## src/rtl/irq_entry_seq.sv

```systemverilog
// ---------------------------------------------------------------------------
// irq_entry_seq
//
// Interrupt entry/return sequencer that sits between the C0 interrupt
// register file and the pipeline.
//
// On interrupt entry it takes a pending, enabled IRQ and flushes the
// pipeline. It waits for the drain to finish, saves EPC and issues the RC0
// IRQ op. It then redirects fetch to the handler vector and raises the
// nesting depth.
//
// On return, an ERET issues the RC0 RET op, redirects fetch to EPC and
// lowers the depth.
//
// Ports:
//   clk, rst            clock, asynchronous active-high reset
//   en                  run enable; low freezes the FSM and mutes all pulses
//   ivld, inum          unmasked pending IRQ and its number (from C0)
//   ie_glb              global interrupt enable
//   eret                ERET decoded in ID, held until stall_o releases
//   resume_pc           PC of the oldest uncommitted instruction
//   epc_r               current C0 EPC value
//   rc0_op              NONE / IRQ / RET op pulse to C0
//   epc_we, epc_w       EPC write strobe and data
//   flush               pipeline flush pulse
//   stall_o             fetch/decode stall, high whenever the FSM is busy
//   redir, redir_pc     fetch redirect pulse and target
//   depth               current nesting depth
//   eret_err            pulse: ERET arrived with nothing to return from
//   irq_cnt             taken-IRQ counter
//
// Optional feature macro: IRQ_SEQ_STATS_EN
//   Defined:   irq_cnt counts the IRQs taken and saturates at 16'hFFFF.
//   Undefined: irq_cnt is tied to zero.
// ---------------------------------------------------------------------------

`ifndef RC0_OP_NBIT
`define RC0_OP_NBIT 2
`endif
`ifndef RC0_OP_NONE
`define RC0_OP_NONE 2'd0
`endif
`ifndef RC0_OP_IRQ
`define RC0_OP_IRQ 2'd1
`endif
`ifndef RC0_OP_RET
`define RC0_OP_RET 2'd2
`endif

module irq_entry_seq #(
    parameter int          NIRQ      = 3,
    parameter int          NBIT_IRQ  = 2,
    parameter logic [31:0] VEC_BASE  = 32'h0000_1000,
    parameter int          VEC_SHIFT = 4,
    parameter int          DRAIN_CYC = 2,
    parameter int          MAX_NEST  = 3
) (
    input  logic                    clk,
    input  logic                    rst,
    input  logic                    en,
    input  logic                    ivld,
    input  logic [NBIT_IRQ-1:0]     inum,
    input  logic                    ie_glb,
    input  logic                    eret,
    input  logic [31:0]             resume_pc,
    input  logic [31:0]             epc_r,
    output logic [`RC0_OP_NBIT-1:0] rc0_op,
    output logic                    epc_we,
    output logic [31:0]             epc_w,
    output logic                    flush,
    output logic                    stall_o,
    output logic                    redir,
    output logic [31:0]             redir_pc,
    output logic [1:0]              depth,
    output logic                    eret_err,
    output logic [15:0]             irq_cnt
);

    typedef enum logic [2:0] {IDLE, DRAIN, SAVE, VECTOR, RET} state_t;

    localparam int CNT_W = (DRAIN_CYC > 1) ? $clog2(DRAIN_CYC) : 1;
    localparam logic [CNT_W-1:0] CNT_INIT = CNT_W'(DRAIN_CYC - 1);

    state_t                    state, state_d;
    logic [CNT_W-1:0]          cnt, cnt_d;
    logic [NBIT_IRQ-1:0]       num_q, num_d;
    logic [1:0]                depth_d;
    logic                      flush_d, epc_we_d, redir_d, eret_err_d;
    logic [`RC0_OP_NBIT-1:0]   rc0_op_d;
    logic [31:0]               epc_w_d, redir_pc_d;
    logic                      irq_take;
    logic [31:0]               vec_pc;

    // An IRQ number outside the implemented lines is never taken, so a
    // corrupted inum cannot vector past the end of the handler table.
    assign irq_take = ivld && ie_glb
                   && (32'(depth) < 32'(MAX_NEST))
                   && (32'(inum) < 32'(NIRQ));

    assign vec_pc = VEC_BASE + (32'(num_q) << VEC_SHIFT);

    // Each output is registered against the state being entered.
    // A pulse is therefore visible in the same cycle that the FSM
    // occupies that state.
    always_comb begin
        state_d    = state;
        cnt_d      = cnt;
        num_d      = num_q;
        depth_d    = depth;
        flush_d    = 1'b0;
        epc_we_d   = 1'b0;
        epc_w_d    = epc_w;
        rc0_op_d   = `RC0_OP_NONE;
        redir_d    = 1'b0;
        redir_pc_d = redir_pc;
        eret_err_d = 1'b0;
        if (en) begin
            case (state)
                IDLE: begin
                    // ERET wins over a simultaneous IRQ.
                    if (eret) begin
                        if (depth != 2'd0) begin
                            state_d    = RET;
                            rc0_op_d   = `RC0_OP_RET;
                            redir_d    = 1'b1;
                            redir_pc_d = epc_r;
                            depth_d    = depth - 2'd1;
                        end else begin
                            eret_err_d = 1'b1;
                        end
                    end else if (irq_take) begin
                        state_d = DRAIN;
                        flush_d = 1'b1;
                        cnt_d   = CNT_INIT;
                        num_d   = inum;
                    end
                end
                DRAIN: begin
                    if (cnt != '0) begin
                        cnt_d = cnt - CNT_W'(1);
                    end else begin
                        state_d  = SAVE;
                        epc_we_d = 1'b1;
                        epc_w_d  = resume_pc;
                        rc0_op_d = `RC0_OP_IRQ;
                    end
                end
                SAVE: begin
                    state_d    = VECTOR;
                    redir_d    = 1'b1;
                    redir_pc_d = vec_pc;
                    depth_d    = depth + 2'd1;
                end
                VECTOR:  state_d = IDLE;
                RET:     state_d = IDLE;
                default: state_d = IDLE;
            endcase
        end
    end

    always_ff @(posedge clk or posedge rst) begin
        if (rst) begin
            state    <= IDLE;
            cnt      <= '0;
            num_q    <= '0;
            depth    <= 2'd0;
            flush    <= 1'b0;
            epc_we   <= 1'b0;
            epc_w    <= 32'h0;
            rc0_op   <= `RC0_OP_NONE;
            redir    <= 1'b0;
            redir_pc <= 32'h0;
            eret_err <= 1'b0;
            stall_o  <= 1'b0;
        end else begin
            state    <= state_d;
            cnt      <= cnt_d;
            num_q    <= num_d;
            depth    <= depth_d;
            flush    <= flush_d;
            epc_we   <= epc_we_d;
            epc_w    <= epc_w_d;
            rc0_op   <= rc0_op_d;
            redir    <= redir_d;
            redir_pc <= redir_pc_d;
            eret_err <= eret_err_d;
            stall_o  <= (state_d != IDLE);
        end
    end

`ifdef IRQ_SEQ_STATS_EN
    // Counts on the SAVE->VECTOR step, together with the depth increment.
    always_ff @(posedge clk or posedge rst) begin
        if (rst) begin
            irq_cnt <= 16'h0000;
        end else if (en && (state == SAVE) && (irq_cnt != 16'hFFFF)) begin
            irq_cnt <= irq_cnt + 16'h0001;
        end
    end
`else
    assign irq_cnt = 16'h0000;
`endif

endmodule

```

## config.mk

```make
export PLATFORM = sky130hd
export DESIGN_NAME = irq_entry_seq
export DESIGN_NICKNAME = d
export VERILOG_FILES = /design/src/rtl/irq_entry_seq.sv
export SDC_FILE = /design/constraint.sdc
export NUM_CORES = 1
export LEC_CHECK = 0
export CAP_MARGIN = 40
export CORE_MARGIN = 5
export CORE_UTILIZATION = 41
export DETAILED_ROUTE_END_ITERATION = 7
export PLACE_DENSITY = 0.8
export SETUP_SLACK_MARGIN = 0.1
export SLEW_MARGIN = 30
export SYNTH_ARGS = -nofsm -noshare
export SYNTH_HDL_FRONTEND = slang
export SYNTH_SLANG_ARGS = --single-unit
```

## constraint.sdc

```tcl
create_clock -name clk -period 2.6 [get_ports clk]
set_input_delay 0.39 -clock clk [delete_from_list [all_inputs] [get_ports clk]]
set_output_delay 0.39 -clock clk [all_outputs]
set_load 0.03 [all_outputs]
```

==> results.cfg <==
[job]
maxCapViolations = 0

[sta]
setup_viol = 0
period_share_pct = 74.3
final_max_slew_viol_count = 0
fin_setup_tns_ns = 0
slew_headroom_pct = 63.8
skew_ns = 0.0168
rsz0062_at_grt = no
min_period_ns = 1.93
worst_pin_slew_ns = 0.542
hold_viol = 0
fmaxAchievable_mhz = 517

[cts]
clockRootBuffer = clkbuf_8
ctsHoldBuffers = 0
clkLatencyLatePin_ns = 0.34
clk_pin_slew_worst_paths_ns = 0.09
numCtsBuffers = 9
clk_path_buf_depth = 2
cts_setup_buffers = 0
cts_tree = yes
postCtsResizedCells = 0
clkSinkCount = 79
cts_htree_levels = 3

[power]
p_comb_share_pct = 54.4
ir_drop_uv = 785
pwr-share-clk_pct = 12.8
leakage_nw = 2.27
switching_share_pct = 41.7
power.net_switching_mw = 2.71
internal_power_mw = 3.79
power_density_nw_per_um2 = 1270
seqPwrFrac_pct = 32.9

[logic_synthesis]
synth-simple-area-share_pct = 7.10
synth-seq-cells = 79
synth_top_family_by_area = multiplexers
syn_area_per_cell_sq_um = 12.5
synth_xor_xnor_area_share_pct = 0.256
synth_common_cells = dfrtp_1 (79), mux2_2 (38), inv_1 (35), nand2_1 (31), mux2i_1 (30)
yosysSeqAreaShare_pct = 57.8
yosysMostFrequentCell = dfrtp_1
synth_warnings = 0
synth_compound_area_share_pct = 3.07
muxShareOfSynthArea_pct = 21.6
async_flop_share_pct = 100
yosys-top-cells-area = dfrtp_1 (58%), mux2_2 (13%), mux2i_1 (8.8%), inv_1 (3.8%), buf_4 (3.7%)
synth_top_area_share_pct = 57.8
syn_inst = 274
yosys.area.top_type = dfrtp_1
ys.flop_type = dfrtp_1
synth_edf_count = 0
synthAdderAreaFrac_pct = 0
syn_area_sq_um = 3420
synth_cell_types = 31

[routing]
num_vias = 2444
first_pass_iters = 4
drc = 0
ant_nets = 0
drt_iter0_markers = 94
vias_per_cell = 4.57
routed_wl_um = 7830
wl_per_cell_um = 14.6

[floorplanning]
die_h_um = 101
rows = 33
core_sq_um = 8180
die-width_um = 101
start_util_pct = 41.8
io_pins = 161
fp.dieArea_sq_um = 10300

[layout]
syn_to_final_growth_pct = 49.4
fin_nets = 497
drive_gt1_share_pct = 15.3
n_fill_cell = 679
diodes = 0
stdcell_count = 535

[worst_setup_path]
cp.arrival_ns = 1.54
end_kind = output pin
timing.critical_path.slowest_stage_cell = clkdlybuf4s50_1
crit_buf_inv = 1
crit_fanout = 8
crit_family = buffers and inverters
cpPeakStageDelay_ns = 0.72
worst_ep_required_time_ns = 2.21
reg2reg_from = state[1]
start_kind = flip-flop
crit_chain = clkdlybuf4s50_1
worst-setup-path-type = flip-flop to output pin
crit_start = depth[1]

[run_status]
run_status = complete, no violations

[placement]
gp_congestion = 0.862
dp.final_hpwl_um = 5960
io_buffer_count = 144
dp.cells = 519

[global_route]
grt_overflow = 0
grt.total_usage_pct = 15.4
grt_pass1_wl_um = 12600
grt_max_degree = 55
antenna_found_initial = 0
grt_pass1_vias = 2614

[hold_path]
hp-class = input pin to asynchronous set/reset pin
## cell type report
type	count	area, sq um	share of cell area, %
Multi-Input combinational cell	148	1160	22.6
Tap cell	105	131	2.57
Sequential cell	79	1980	38.7
Clock inverter	4	30.0	0.588
Clock buffer	12	155	3.04
Timing Repair Buffer	152	1530	29.9
Inverter	35	133	2.60
## registers in the layout (all words and copies together) (netlist names), 2 cells and up
signal,count
depth,2
rc0_op,2
redir_pc,32
state,3
epc_w,32
num_q,2
## cells by family (layout without fill, tap and decap cells)
family,count (synthesis),count (layout)
buffers and inverters,62,203
other,1,16
XOR/XNOR,1,1
flip-flops,79,79
AND/OR/NAND/NOR,46,46
AO/OA/AOI/OAI,16,16
multiplexers,69,69
## power groups by stage
stage | registers [mW] | logic, mW | clock network [mW]
after global placement | 2.15 | 3.51 | 0
after CTS | 2.15 | 3.58 | 0.862
after global routing | 2.22 | 3.76 | 0.914
after detailed placement | 2.15 | 3.59 | 0
final | 2.14 | 3.53 | 0.830
after floorplan | 3.15 | 1.16 | 0
## cell usage in the layout (no fill, tap or decap), drive strengths merged
cell type        n
nor4bb           1
buf              8
nand4            1
a31oi            2
or3b             2
clkinv           1
dfrtp           79
inv             34
clkinvlp         4
nor3b            3
clkdlybuf4s50  144
xor2             1
o21a             1
and3b            1
clkbuf          12
o21ai            3
mux2i           30
nand2           31
nand2b           2
nor2             1
or2              1
a21oi            5
conb            16
a22oi            1
nor3             2
a211oi           1
mux2            39
o22ai            3
nor2b            1
## stage by stage
| stage | hold slack, ns | power, mW | setup WS [ns] | utilization, % | instance area (sq um) |
|---|---|---|---|---|---|
| global placement | 0.470 | 5.66 | 0.414 | 60.2 | 4920 |
| detailed placement | 0.485 | 5.74 | 0.331 | 60.2 | 4920 |
| floorplan | 0.475 | 4.31 | 0.187 | - | 3480 |
| global route | 0.405 | 6.90 | 0.554 | 62.5 | 5110 |
| CTS | 0.379 | 6.59 | 0.639 | 62.5 | 5110 |
| finish | 0.384 | 6.50 | 0.667 | 62.5 | 5110 |
## layer usage
metal  global-route usage, %  routed length, um  vias to the layer above
li1                        -                  -                     1158
met2                    25.5               3770                      112
met5                       0                  0                        -
met3                    5.51                832                        6
met1                    18.9               3200                     1168
met4                    4.91                 35                        0
## path summary, 6_finish.rpt
kind	endpoint	slack, ns	cells past startpoint
max in group asynchronous	epc_w[19]	1.59	3
worst max-delay path	depth[1]	0.67	1
worst min register to register	epc_w[21]	0.49	1
worst min-delay path	epc_w[29]	0.38	2
min in group clk	epc_w[21]	0.49	1
worst max register to register	state[1]	0.68	4
(Power assumes the default switching activity.)
